**src/rtl/e203_exu_longp_src_pkg.sv**
```systemverilog
// Shared types and helpers for the long-pipe writeback source.
// Holds the default sizing constants, the outstanding-instruction entry
// layout and the wrap-bit pointer increment used by the OITF.
package e203_exu_longp_src_pkg;

    localparam int LONGP_DEPTH   = 4;
    localparam int LONGP_ITAG_W  = 2;
    localparam int LONGP_RFIDX_W = 5;
    localparam int LONGP_XLEN    = 32;
    localparam int LONGP_FLAG_W  = 5;

    typedef struct packed {
        logic                     vld;
        logic [LONGP_RFIDX_W-1:0] rdidx;
        logic                     rdfpu;
        logic                     rdwen;
    } oitf_ent_t;

    // Pointer is {wrap, index}. With a power-of-two depth a plain increment
    // modulo 2*DEPTH wraps the index and toggles the wrap bit together.
    function automatic logic [31:0] ptr_inc(input logic [31:0] p, input int itag_w);
        ptr_inc = (p + 32'd1) & ((32'd2 << itag_w) - 32'd1);
    endfunction

endpackage

```
**src/rtl/e203_exu_longp_src_oitf.sv**
```systemverilog
// Outstanding instruction tracking FIFO.
// Ports:
//   clk, rst_n            clock, async active-low reset
//   alc_req, alc_*        allocation request and destination info
//   ret_ena               retire the head entry (caller guarantees !empty)
//   chk_*                 operand indices to compare against live entries
//   alc_idx, ret_idx      allocation / head tag
//   full, empty           occupancy from registered pointers
//   head_*                destination info of the head entry
//   match_*               hazard matches against vld & rdwen entries
module e203_exu_longp_oitf
    import e203_exu_longp_src_pkg::*;
#(
    parameter int DEPTH  = LONGP_DEPTH,
    parameter int ITAG_W = LONGP_ITAG_W
) (
    input  logic                     clk,
    input  logic                     rst_n,
    input  logic                     alc_req,
    input  logic [LONGP_RFIDX_W-1:0] alc_rdidx,
    input  logic                     alc_rdfpu,
    input  logic                     alc_rdwen,
    input  logic                     ret_ena,
    input  logic [LONGP_RFIDX_W-1:0] chk_rs1idx,
    input  logic [LONGP_RFIDX_W-1:0] chk_rs2idx,
    input  logic [LONGP_RFIDX_W-1:0] chk_rdidx,
    input  logic                     chk_rs1fpu,
    input  logic                     chk_rs2fpu,
    input  logic                     chk_rdfpu,
    output logic [ITAG_W-1:0]        alc_idx,
    output logic [ITAG_W-1:0]        ret_idx,
    output logic                     full,
    output logic                     empty,
    output logic [LONGP_RFIDX_W-1:0] head_rdidx,
    output logic                     head_rdfpu,
    output logic                     head_rdwen,
    output logic                     match_rs1,
    output logic                     match_rs2,
    output logic                     match_rd
);

    oitf_ent_t [DEPTH-1:0] ents;
    logic [ITAG_W:0]       alc_ptr;
    logic [ITAG_W:0]       ret_ptr;
    logic                  alc_ena;
    logic [DEPTH-1:0]      hit_rs1;
    logic [DEPTH-1:0]      hit_rs2;
    logic [DEPTH-1:0]      hit_rd;

    assign alc_idx = alc_ptr[ITAG_W-1:0];
    assign ret_idx = ret_ptr[ITAG_W-1:0];
    assign empty   = (alc_ptr == ret_ptr);
    assign full    = (alc_idx == ret_idx) & (alc_ptr[ITAG_W] != ret_ptr[ITAG_W]);
    // Fullness is judged on registered state only; a same-cycle retire
    // does not open a slot.
    assign alc_ena = alc_req & ~full;

    always_ff @(posedge clk or negedge rst_n) begin
        if (!rst_n) begin
            alc_ptr <= '0;
            ret_ptr <= '0;
        end else begin
            if (alc_ena) alc_ptr <= (ITAG_W+1)'(ptr_inc(32'(alc_ptr), ITAG_W));
            if (ret_ena) ret_ptr <= (ITAG_W+1)'(ptr_inc(32'(ret_ptr), ITAG_W));
        end
    end

    // Allocate and retire never hit the same slot: equal indices mean
    // either full (no allocate) or empty (no retire).
    always_ff @(posedge clk or negedge rst_n) begin
        if (!rst_n) begin
            ents <= '0;
        end else begin
            if (alc_ena) ents[alc_idx] <= '{vld: 1'b1, rdidx: alc_rdidx,
                                            rdfpu: alc_rdfpu, rdwen: alc_rdwen};
            if (ret_ena) ents[ret_idx].vld <= 1'b0;
        end
    end

    assign head_rdidx = ents[ret_idx].rdidx;
    assign head_rdfpu = ents[ret_idx].rdfpu;
    assign head_rdwen = ents[ret_idx].rdwen;

    // Registered entries only, so an allocating entry does not match in its
    // own cycle while a retiring one still does.
    for (genvar i = 0; i < DEPTH; i++) begin : g_hit
        logic live;
        assign live       = ents[i].vld & ents[i].rdwen;
        assign hit_rs1[i] = live & (ents[i].rdidx == chk_rs1idx) & (ents[i].rdfpu == chk_rs1fpu);
        assign hit_rs2[i] = live & (ents[i].rdidx == chk_rs2idx) & (ents[i].rdfpu == chk_rs2fpu);
        assign hit_rd[i]  = live & (ents[i].rdidx == chk_rdidx)  & (ents[i].rdfpu == chk_rdfpu);
    end

    assign match_rs1 = |hit_rs1;
    assign match_rs2 = |hit_rs2;
    assign match_rd  = |hit_rd;

endmodule

```
**src/rtl/e203_exu_longp_src.sv**
```systemverilog
// Long-pipe writeback source: releases LSU/MulDiv results to the writeback
// arbiter strictly in dispatch order.
// Ports:
//   clk, rst_n                 clock, async active-low reset
//   disp_*                     allocation handshake, tag and destination
//   chk_*, oitf_match_*        RAW/WAW hazard check for dispatch
//   oitf_empty                 nothing outstanding
//   lsu_wbck_i_*, mdv_wbck_i_* unit results (tagged, out of order)
//   longp_wbck_o_*             in-order writeback request to the arbiter
module e203_exu_longp_src
    import e203_exu_longp_src_pkg::*;
#(
    parameter int DEPTH   = LONGP_DEPTH,
    parameter int ITAG_W  = LONGP_ITAG_W,
    parameter int XLEN    = LONGP_XLEN,
    parameter int RFIDX_W = LONGP_RFIDX_W
) (
    input  logic                    clk,
    input  logic                    rst_n,
    input  logic                    disp_ena,
    output logic                    disp_ready,
    output logic [ITAG_W-1:0]       disp_itag,
    input  logic [RFIDX_W-1:0]      disp_rdidx,
    input  logic                    disp_rdfpu,
    input  logic                    disp_rdwen,
    input  logic [RFIDX_W-1:0]      chk_rs1idx,
    input  logic [RFIDX_W-1:0]      chk_rs2idx,
    input  logic [RFIDX_W-1:0]      chk_rdidx,
    input  logic                    chk_rs1fpu,
    input  logic                    chk_rs2fpu,
    input  logic                    chk_rdfpu,
    output logic                    oitf_match_rs1,
    output logic                    oitf_match_rs2,
    output logic                    oitf_match_rd,
    output logic                    oitf_empty,
    input  logic                    lsu_wbck_i_valid,
    output logic                    lsu_wbck_i_ready,
    input  logic [XLEN-1:0]         lsu_wbck_i_wdat,
    input  logic [ITAG_W-1:0]       lsu_wbck_i_itag,
    input  logic                    mdv_wbck_i_valid,
    output logic                    mdv_wbck_i_ready,
    input  logic [XLEN-1:0]         mdv_wbck_i_wdat,
    input  logic [ITAG_W-1:0]       mdv_wbck_i_itag,
    input  logic [LONGP_FLAG_W-1:0] mdv_wbck_i_flags,
    output logic                    longp_wbck_o_valid,
    input  logic                    longp_wbck_o_ready,
    output logic [XLEN-1:0]         longp_wbck_o_wdat,
    output logic [LONGP_FLAG_W-1:0] longp_wbck_o_flags,
    output logic [RFIDX_W-1:0]      longp_wbck_o_rdidx,
    output logic                    longp_wbck_o_rdfpu
);

    logic [ITAG_W-1:0]  alc_idx;
    logic [ITAG_W-1:0]  ret_idx;
    logic               full;
    logic               empty;
    logic [RFIDX_W-1:0] head_rdidx;
    logic               head_rdfpu;
    logic               head_rdwen;
    logic               lsu_hit;
    logic               mdv_hit;
    logic               lsu_sel;
    logic               mdv_sel;
    logic               sel_vld;
    logic               sel_rdy;
    logic               ret_ena;

    e203_exu_longp_oitf #(
        .DEPTH  (DEPTH),
        .ITAG_W (ITAG_W)
    ) u_oitf (
        .clk        (clk),
        .rst_n      (rst_n),
        .alc_req    (disp_ena),
        .alc_rdidx  (disp_rdidx),
        .alc_rdfpu  (disp_rdfpu),
        .alc_rdwen  (disp_rdwen),
        .ret_ena    (ret_ena),
        .chk_rs1idx (chk_rs1idx),
        .chk_rs2idx (chk_rs2idx),
        .chk_rdidx  (chk_rdidx),
        .chk_rs1fpu (chk_rs1fpu),
        .chk_rs2fpu (chk_rs2fpu),
        .chk_rdfpu  (chk_rdfpu),
        .alc_idx    (alc_idx),
        .ret_idx    (ret_idx),
        .full       (full),
        .empty      (empty),
        .head_rdidx (head_rdidx),
        .head_rdfpu (head_rdfpu),
        .head_rdwen (head_rdwen),
        .match_rs1  (oitf_match_rs1),
        .match_rs2  (oitf_match_rs2),
        .match_rd   (oitf_match_rd)
    );

    assign disp_ready = ~full;
    assign disp_itag  = alc_idx;
    assign oitf_empty = empty;

    // Only the unit carrying the head tag may proceed; LSU wins a tie.
    assign lsu_hit = lsu_wbck_i_valid & (lsu_wbck_i_itag == ret_idx) & ~empty;
    assign mdv_hit = mdv_wbck_i_valid & (mdv_wbck_i_itag == ret_idx) & ~empty;
    assign lsu_sel = lsu_hit;
    assign mdv_sel = mdv_hit & ~lsu_hit;
    assign sel_vld = lsu_sel | mdv_sel;

    // An instruction with no destination retires without bothering the arbiter.
    assign sel_rdy = head_rdwen ? longp_wbck_o_ready : 1'b1;
    assign ret_ena = sel_vld & sel_rdy;

    assign lsu_wbck_i_ready = lsu_sel & sel_rdy;
    assign mdv_wbck_i_ready = mdv_sel & sel_rdy;

    assign longp_wbck_o_valid = sel_vld & head_rdwen;
    assign longp_wbck_o_wdat  = lsu_sel ? lsu_wbck_i_wdat : mdv_wbck_i_wdat;
    assign longp_wbck_o_flags = lsu_sel ? '0 : mdv_wbck_i_flags;
    assign longp_wbck_o_rdidx = head_rdidx;
    assign longp_wbck_o_rdfpu = head_rdfpu;

`ifndef SYNTHESIS
    // Tags are unique among outstanding entries, so two units can never
    // legitimately both claim the head.
    a_dual_head: assert property (@(posedge clk) disable iff (!rst_n) !(lsu_hit && mdv_hit))
        else $error("lsu and mdv both returned head tag %0d", ret_idx);
`endif

endmodule
```
**config.mk**
```make
export PLATFORM = sky130hd
export DESIGN_NAME = e203_exu_longp_src
export DESIGN_NICKNAME = d
export VERILOG_FILES = /design/src/rtl/e203_exu_longp_src_pkg.sv /design/src/rtl/e203_exu_longp_src_oitf.sv /design/src/rtl/e203_exu_longp_src.sv
export SDC_FILE = /design/constraint.sdc
export NUM_CORES = 1
export LEC_CHECK = 0
export BUFFER_PORTS_ARGS = -buffer_cell sky130_fd_sc_hd__clkbuf_2
export CORE_ASPECT_RATIO = 1.1
export CORE_MARGIN = 10
export CORE_UTILIZATION = 43
export CTS_BUF_LIST = sky130_fd_sc_hd__clkbuf_16
export DETAILED_ROUTE_END_ITERATION = 8
export GPL_TIMING_DRIVEN = 1
export PLACE_DENSITY_LB_ADDON = 0.05
export SLEW_MARGIN = 10
export SYNTH_ARGS = -nofsm -noshare
export SYNTH_HDL_FRONTEND = slang
export SYNTH_SLANG_ARGS = --single-unit
```
**constraint.sdc**
```tcl
create_clock -name clk -period 1.85 [get_ports clk]
set_input_delay 0 -clock clk [delete_from_list [all_inputs] [get_ports clk]]
set_output_delay 0 -clock clk [all_outputs]
set_load 0.05 [all_outputs]
```
==> metrics.txt <==
area added between synthesis and finish 65.60%; slowest stage delay, CP around 450 ps; CTS root buf clkbuf_16; ant diodes 0; Final Max Tran Viols 0; H-tree Lvls 2; status finished, violations left; Sw Ratio 0.4672; FMAX 0.4896 GHz; WP data arrival between 2000 and 2500 ps; initial DRC count between 60 and 70; Residual DRC 0; Initial Util 0.4375; r2r startpoint u_oitf.ret_ptr[0]; commonest non-fill, non-tap cell in the layout clkbuf_2; Site Rows 33; crit path buf inv count 5; Worst Setup End Kind output pin; CP dominant cell by count buf_4; antenna violations before repair 0; register share of total power 0.197; Synth Net Count a little under 400; Static Leak 2.485 nW; hpwl dp roughly 9 mm; layout cells sized above 1 0.6310; largest net degree at the start of global routing 16; DIE AREA around 0.011 sq mm; Synth Area per Inst ~11 sq um; sw power 4.640 mW; min Tclk post-route just over 2000 ps; GPL Wtd Cong around 0.91; Power per Cell Area 1865 mW/mm^2; total global routing overflow 0; Period Utilization, post-route 1.104; slowest CP cell dfrtp_2; Final #Nets roughly 590; clock network power share 0.111; Worst Setup SP u_oitf.ret_ptr[0]; critical path launch point type flip-flop; Worst-path clk slew 60 ps; crit-path cells buf_4 > buf_4 > buf_4 > xnor2_2 > nand3_2 > buf_6 > nor4b_4 > buf_12; # IOs about 160; highest-count cells in the layout ignoring fill and taps 110 x clkbuf_2, 41 x xnor2_1, 37 x xor2_1; Seq cells post-synth 38; Final Cell Area about 0.0053 sq mm; failing checks negative setup slack; Final WS setup -192.4 ps; TritonCTS clock tree yes; DR pass1 iterations 4; Clock Sinks 38; GRT Total Usage 0.1986; drt total wl roughly 12 mm; mapped cell area between 0.003 and 0.004 sq mm; Worst slew margin 0.7307; PortBufs about 160; Final setup violation count 37; Clock Latency Late Sink 280 ps; overall power between 9 and 10 mW; YS warnings 0; Placement Setup Slack -25.64 ps; post-synthesis sequential area ratio 0.2957; Internal Power roughly 5.3 mW; Crit Path Class flip-flop to output pin; Least-Margin Pin Slew 404.0 ps; Core ar. about 0.0073 sq mm; largest vdd supply drop ~1.2 mV; Fin. Hold Viols 0; critical path's top delay family buffers and inverters; fill count 541; number of buffers created by CTS 5; vias per cell about 5.1; Netlist cell types 36; RSZ-0062 raised after global routing yes; post-placement cell area ~0.0044 sq mm; min-delay src disp_rdidx[1]; CP Data Required Time 1850 ps; combinational share of power 0.692; Clock Tree Buf Depth 2; Die H between 100 and 150 microns; global-route wire length before repair around 18 mm; maxcap violations 0; remaining antenna violation count 0; peak fanout along the critical path 5; DR WL/cell around 21 microns; Clock Skew about 3.7 ps; vias post-DR roughly 2.9k; Hold Path Class primary input to flip-flop; die width between 100 and 150 microns; Synth Instances ~290; vias in the first global route around 3.1k
==> layout make-up <==
class	count	area [sq um]	area share
Clock buffer	5	125.1	0.02350
Sequential cell	38	953.4	0.1790
Timing Repair Buffer	199	1634	0.3069
Clock inverter	3	63.81	0.01198
Multi-Input combinational cell	225	2414	0.4532
Inverter	7	26.28	0.004934
Tap cell	87	108.9	0.02044
==> through the flow <==
step	utilization	hold slack, ps	cells	TNS (ps)
2_1_floorplan	-	-295.6	286	-1675
3_3_place_gp	0.5919	-65.20	540	-44.92
3_5_place_dp	0.5919	-56.76	540	-131.3
4_1_cts	0.6997	3.392	560	-5264
5_1_grt	0.7245	10.43	564	-7991
6_report	0.7245	0.6370	564	-5430
==> cell usage after synthesis (all sizes together) <==
master	n	area [sq um]
o21ai	1	5.000
clkbuf	4	15.01
a2111oi	1	27.53
a211oi	2	27.53
ha	8	100.1
or2	1	6.260
inv	7	26.28
and3b	1	8.760
nor4b	1	8.760
dfrtp	38	950.9
buf	12	91.32
a31oi	1	21.27
nor2b	6	37.54
xnor2	45	401.6
nand2	9	33.78
nor3	1	5.000
o2bb2ai	1	8.760
xor2	38	340.3
mux2	62	701.9
mux4	6	135.1
nand3	3	20.02
nor2	2	23.77
nor4	12	75.07
mux2i	1	10.01
a21oi	8	40.04
nand4	15	93.84
==> what timing repair did <==
item / CTS / global route
pin swaps: 6 / 8
endpoints found under the setup margin: 43 / 50
resized for setup: 98 / 68
hold buffers: 4 / 0
buffers inserted: 7 / 4
endpoints found under the hold margin: 21 / 0
gates cloned: 1 / 0
==> per-layer routing <==
metal	vias up	GRT usage	routed length [microns]
met2	66	0.3514	6349
met3	10	0.04925	564
li1	1394	-	-
met1	1393	0.2321	4681
met5	-	0	0
met4	0	0.04143	138
==> kinds of logic after synthesis <==
group                      Yosys count  synth area share
xor gates and xnor gates            83            0.2307
muxes                               69            0.2634
and+or+nand+nor                     51           0.09728
DFF                                 38            0.2957
buffers and inverters               23           0.04124
AOI/OAI and AO/OA                   14           0.04047
adders and majority gates            8           0.03113
==> worst register-to-register path, stage by stage, from the launching register on <==
cell,delay [ps]
dfrtp_2,450
buf_4,150
buf_4,130
buf_4,140
xnor2_2,130
nand3_2,120
buf_6,140
a211oi_4,250
mux2_4,320
==> power by group through the flow <==
stage               registers [mW]  logic, mW  clock network (mW)
floorplan                     1.76       4.31                   0
global placement              1.94       5.65                   0
detailed placement            1.95       5.69                   0
CTS                           1.94       6.50                1.12
global route                  2.02       7.26                1.16
finish                        1.95       6.87                1.11
==> path summary, 6_finish.rpt <==
check / endpoint / slack, ps / cells after the start
max: mdv_wbck_i_ready / -190 / 8
min: flip-flop / 0.6 / 2
max reg2reg: u_oitf.ret_ptr[1] / -100 / 8
min reg2reg: u_oitf.ents[31] / 510 / 2
max in group asynchronous: async pin / 1140 / 3
min in group asynchronous: u_oitf.alc_ptr[0] / 170 / 2
Power figures use the tool's default switching activity.
